<file path="src/rtl/dmem_arb_pkg.sv">
// Shared types and constants for the data-memory arbiter.
// State encoding and port indices used by the arbiter and its selector.
package dmem_arb_pkg;

    typedef enum logic [1:0] {
        ST_IDLE   = 2'd0,
        ST_ACCESS = 2'd1,
        ST_WAIT   = 2'd2,
        ST_DONE   = 2'd3
    } state_t;

    localparam logic P_CPU = 1'b0;
    localparam logic P_AUX = 1'b1;

endpackage

</file>
<file path="src/rtl/dmem_rr_pick.sv">
// Two-way round-robin selector.
// On a tie the port that did not win last time is chosen.
module dmem_rr_pick
    import dmem_arb_pkg::*;
(
    input  logic req0,
    input  logic req1,
    input  logic last,
    output logic valid,
    output logic winner
);

    always_comb begin
        valid  = req0 | req1;
        winner = P_CPU;
        if (req0 && req1) begin
            winner = ~last;
        end else if (req1) begin
            winner = P_AUX;
        end
    end

endmodule

</file>
<file path="src/rtl/dmem_arbiter.sv">
// Two-master arbiter for a synchronous single-port data memory.
// Each transaction walks IDLE -> ACCESS -> WAIT -> DONE.
module dmem_arbiter
    import dmem_arb_pkg::*;
#(
    parameter int AW = 32,
    parameter int DW = 32
) (
    input  logic          clock,
    input  logic          resetn,
    input  logic          m0_req,
    input  logic          m0_we,
    input  logic [AW-1:0] m0_addr,
    input  logic [DW-1:0] m0_wdata,
    output logic          m0_ack,
    output logic [DW-1:0] m0_rdata,
    input  logic          m1_req,
    input  logic          m1_we,
    input  logic [AW-1:0] m1_addr,
    input  logic [DW-1:0] m1_wdata,
    output logic          m1_ack,
    output logic [DW-1:0] m1_rdata,
    output logic          mem_en,
    output logic          mem_we,
    output logic [AW-1:0] mem_addr,
    output logic [DW-1:0] mem_wdata,
    input  logic [DW-1:0] mem_rdata,
    output logic          busy,
    output logic          owner
);

    state_t        state_q, state_d;
    logic          owner_q, owner_d;
    logic          last_q, last_d;
    logic          we_q, we_d;
    logic [AW-1:0] addr_q, addr_d;
    logic [DW-1:0] wdata_q, wdata_d;
    logic [DW-1:0] rdata0_q, rdata0_d;
    logic [DW-1:0] rdata1_q, rdata1_d;

    logic pick_valid;
    logic pick_winner;

    dmem_rr_pick u_pick (
        .req0   (m0_req),
        .req1   (m1_req),
        .last   (last_q),
        .valid  (pick_valid),
        .winner (pick_winner)
    );

    always_comb begin
        state_d  = state_q;
        owner_d  = owner_q;
        last_d   = last_q;
        we_d     = we_q;
        addr_d   = addr_q;
        wdata_d  = wdata_q;
        rdata0_d = rdata0_q;
        rdata1_d = rdata1_q;
        unique case (state_q)
            ST_IDLE: begin
                if (pick_valid) begin
                    owner_d = pick_winner;
                    last_d  = pick_winner;
                    we_d    = pick_winner ? m1_we    : m0_we;
                    addr_d  = pick_winner ? m1_addr  : m0_addr;
                    wdata_d = pick_winner ? m1_wdata : m0_wdata;
                    state_d = ST_ACCESS;
                end
            end
            ST_ACCESS: state_d = ST_WAIT;
            ST_WAIT: begin
                // Memory returns read data one cycle after the strobe.
                if (!we_q) begin
                    if (owner_q == P_AUX) rdata1_d = mem_rdata;
                    else                  rdata0_d = mem_rdata;
                end
                state_d = ST_DONE;
            end
            ST_DONE: state_d = ST_IDLE;
            default: state_d = ST_IDLE;
        endcase
    end

    always_ff @(posedge clock or negedge resetn) begin
        if (!resetn) begin
            state_q  <= ST_IDLE;
            owner_q  <= P_CPU;
            last_q   <= P_AUX;
            we_q     <= 1'b0;
            addr_q   <= '0;
            wdata_q  <= '0;
            rdata0_q <= '0;
            rdata1_q <= '0;
        end else begin
            state_q  <= state_d;
            owner_q  <= owner_d;
            last_q   <= last_d;
            we_q     <= we_d;
            addr_q   <= addr_d;
            wdata_q  <= wdata_d;
            rdata0_q <= rdata0_d;
            rdata1_q <= rdata1_d;
        end
    end

    // Strobes decode straight from state so a reset drops them at once.
    assign mem_en    = (state_q == ST_ACCESS);
    assign mem_we    = mem_en & we_q;
    assign mem_addr  = addr_q;
    assign mem_wdata = wdata_q;
    assign m0_ack    = (state_q == ST_DONE) && (owner_q == P_CPU);
    assign m1_ack    = (state_q == ST_DONE) && (owner_q == P_AUX);
    assign m0_rdata  = rdata0_q;
    assign m1_rdata  = rdata1_q;
    assign busy      = (state_q != ST_IDLE);
    assign owner     = owner_q;

endmodule

</file>
<file path="config.mk">
export PLATFORM = sky130hd
export DESIGN_NAME = dmem_arbiter
export DESIGN_NICKNAME = d
export VERILOG_FILES = /design/src/rtl/dmem_arb_pkg.sv /design/src/rtl/dmem_rr_pick.sv /design/src/rtl/dmem_arbiter.sv
export SDC_FILE = /design/constraint.sdc
export NUM_CORES = 1
export LEC_CHECK = 0
export ABC_AREA = 1
export BUFFER_PORTS_ARGS = -buffer_cell sky130_fd_sc_hd__buf_2
export CORE_MARGIN = 10
export CORE_UTILIZATION = 40
export CTS_CLUSTER_DIAMETER = 50
export CTS_CLUSTER_SIZE = 28
export DETAILED_ROUTE_END_ITERATION = 16
export PLACE_DENSITY = 0.8
export SKIP_LAST_GASP = 1
export SYNTH_ARGS = -nofsm -noshare
export SYNTH_HDL_FRONTEND = slang
export SYNTH_HIERARCHICAL = 1
export SYNTH_SLANG_ARGS = --single-unit
</file>
<file path="constraint.sdc">
create_clock -name clock -period 1.35 [get_ports clock]
set_clock_uncertainty 0.05 [all_clocks]
set_input_delay 0.2025 -clock clock [delete_from_list [all_inputs] [get_ports clock]]
set_output_delay 0.2025 -clock clock [all_outputs]
set_load 0.02 [all_outputs]
</file>
==> reports/metrics.csv <==
stage,metric,value,unit
floorplanning,die_h,144,um
setup_path,cpMostUsedCell,buf_6,
timing,grt_setup_unrepaired,true,
timing,maxSlewViolCount,0,
status,status,finished with violations,
power_and_ir_drop,p_int,14.1,mW
finish,final-instance-count-excl-fill,1363,
floorplanning,rows,45,
timing,worst_pin_slew,376,ps
setup_path,max_stage_delay,400,ps
synthesis,yosys.area_share.simple,39.1,%
setup_path,critPathRequiredTime,1100,ps
clocking,clk-insertion-delay-late,410,ps
grt,grt_max_degree,49,
setup_path,crit_path_end_kind,output port,
synthesis,synth.avg_cell_area,7.62,um^2
synthesis,yosys.area_share.adder,1.02,%
clocking,clock-sinks,133,
finish,final.fill_count,1210,
synthesis,syn_area,6110,um^2
grt,grt_pass1_vias,6717,
finish,multiInputGateArea,2630,um^2
clocking,htreeDepth,4,
clocking,clk_path_buf_depth,2,
place,dp.cells,1269,
power_and_ir_drop,max-vdd-ir-drop,986,uV
grt,grt-ovfl-total,0,
synthesis,syn_inst,802,
timing,period_needed,1590,ps
floorplanning,num_io_pins,300,
timing,finalWorstSetupSlack,-241,ps
power_and_ir_drop,power_frac_seq,28.5,%
routing,drt_iter0_drc,339,
floorplanning,die_w,144,um
synthesis,synth_mux_area_share,0,%
power_and_ir_drop,total_leakage_power,5.67,nW
power_and_ir_drop,p_comb_share,53.2,%
power_and_ir_drop,power_frac_clock,18.4,%
job,maxCapViolations,0,
finish,regArea,3330,um^2
finish,antenna_cells,0,
place,io_buffer_count,299,
clocking,clk_pin_slew,60,ps
setup_path,critPathMaxFanout,3,
routing,drc_errors,0,
setup_path,crit_chain,inv_2 -> ha_4 -> buf_6 -> inv_4 -> buf_6,
power_and_ir_drop,p_sw,10.9,mW
setup_path,slowest_stage,dfrtp_1,
place,dp.final_hpwl,15100,um
routing,post_drt_wl_per_cell,17.6,um
setup_path,start_kind,register,
clocking,tritoncts,yes,
routing,drt_wl_total,24000,um
clocking,cts_inserted_buffers,17,
clocking,clockRootBuffer,clkbuf_16,
power_and_ir_drop,sw_frac_of_total,43.5,%
grt,grtUsageTotal,21.8,%
synthesis,synth_cell_types,17,
timing,setup_viol,138,
timing,timing.final.crit_share,118,%
hold_path,hold_class,input port to register,
timing,max_clock_freq,629,MHz
synthesis,synth.net_count,973,
timing,slew_headroom,75.0,%
status,violations,negative setup slack,
finish,drive_gt1_share,37.2,%
routing,first_pass_iters,5,
floorplanning,initial_utilization,40.5,%
synthesis,synth_top_family_by_area,simple AND/OR/NAND/NOR gates,
power_and_ir_drop,power_density,2570,nW/um^2
setup_path,path_class,register to output port,
routing,vias_per_cell,4.91,
synthesis,synth_compound_gate_area_share,0.246,%
floorplanning,dieArea,20600,um^2
finish,area_growth,59.1,%
synthesis,synth_xor_area_share,0,%
finish,final_cell_area,9720,um^2
routing,antenna_left,0,
timing,tns,-15940,ps
grt,antenna_found_initial,0,
grt,grt_pass1_wl,35400,um
floorplanning,coreArea,15100,um^2
timing,final_hold_viol_count,0,
synthesis,ys_seq_elements,133,
place,gp_congestion,0.874,
routing,vias,6698,
synthesis,ys_seq_area_share,54.5,%
finish,layout.nets,1335,
synthesis,yosys_warnings,6,
place,placed_area,7980,um^2
setup_path,cp.arrival,1340,ps
[final timing paths]
path,start,end,slack (ps),cells after the start
min in group asynchronous,resetn,m0_rdata[10],210,2
worst max register to register,state_q[1],mem_wdata[28],-210,9
worst max-delay path,state_q[1],busy,-240,5
worst min-delay path,m0_addr[29],mem_addr[29],20,5
worst min register to register,m0_rdata[19],m0_rdata[19],410,2
max in group asynchronous,resetn,mem_wdata[23],510,3
[through the flow]
stage               util, %  total power [mW]  hold WS, ps  setup WS [ps]
detailed placement     52.9              17.5         77.1          -64.3
global placement       52.9              17.3         80.3           8.39
global route           64.4              26.6         17.7           -289
floorplan                 -              13.3         -143           3.25
CTS                    62.6              24.1       0.0698           -247
finish                 64.4              25.0         18.8           -241
[layout make-up]
type,count,share of cell area [%]
repair buffers,394,29.6
well taps,188,2.42
clock inverters,10,1.29
inverters,11,0.605
flip-flops and latches,133,34.3
clock buffers,20,4.80
multi-input cells,607,27.0
[timing repair]
item	in CTS	in global routing
gates resized for setup	69	19
hold endpoints to repair	169	0
setup endpoints to repair	64	138
hold buffers	28	0
gates cloned	10	7
buffers inserted	14	7
pin swaps	11	7
[worst max-delay path: cells and delay by family (launching register included)]
kind / cells / cell delay, ps
adder cells (fa/ha/maj): 1 / 160
buffers and inverters: 4 / 380
flip-flops: 1 / 400
[kinds of logic (layout without fill, tap and decap cells)]
| family | after synthesis | after routing |
|---|---|---|
| AO/OA/AOI/OAI | 3 | 3 |
| adder cells (fa/ha/maj) | 5 | 5 |
| buffers and inverters | 62 | 435 |
| flip-flops | 133 | 133 |
| AND/OR/NAND/NOR | 599 | 599 |
[layout by cell type, fill, tap and decap left out, types with 2 or more instances in the layout]
master / count
nand2_4: 2
nand4_1: 32
dfrtp_1: 131
inv_2: 4
clkinv_4: 3
buf_16: 9
dlygate4sd3_1: 28
nand3_1: 33
bufinv_16: 2
buf_4: 24
clkinvlp_4: 4
buf_2: 292
buf_12: 16
nand2_1: 507
inv_1: 4
nor2_4: 2
buf_6: 18
clkbuf_16: 23
ha_4: 4
inv_4: 2
clkbuf_8: 3
nand2_2: 20
[cells in the mapped netlist, drive strengths merged]
master | number | area share, %
nand4 | 32 | 3.3
inv | 11 | 0.68
ha | 5 | 1.0
buf | 42 | 3.9
nand3 | 34 | 2.9
dfrtp | 132 | 54
or2 | 1 | 0.10
o21ai | 2 | 0.16
dfstp | 1 | 0.43
nor2 | 2 | 0.25
clkbuf | 9 | 0.55
nand2 | 530 | 33
a21oi | 1 | 0.082
[state kept, by name, indices dropped and copies added (netlist names)]
name	count
last_q	1
m0_rdata	32
m1_rdata	32
mem_addr	32
mem_wdata	32
owner	1
state_q	2
we_q	1
[routing by layer]
layer	vias to the layer above	track usage, %	wire (um)
met5	-	0	0
met4	0	6.72	511
met3	41	7.92	2650
met2	381	37.0	12000
met1	3067	25.2	8860
li1	3209	-	-
[power groups by stage]
stage	clock network, mW	logic [mW]	registers [mW]
after floorplan	0	4.11	9.23
after global placement	0	10.3	7.01
after detailed placement	0	10.5	7.04
after CTS	4.64	12.4	7.07
after global routing	4.85	14.4	7.34
final	4.58	13.3	7.11
Note: power is estimated with default switching activity, not from simulation.
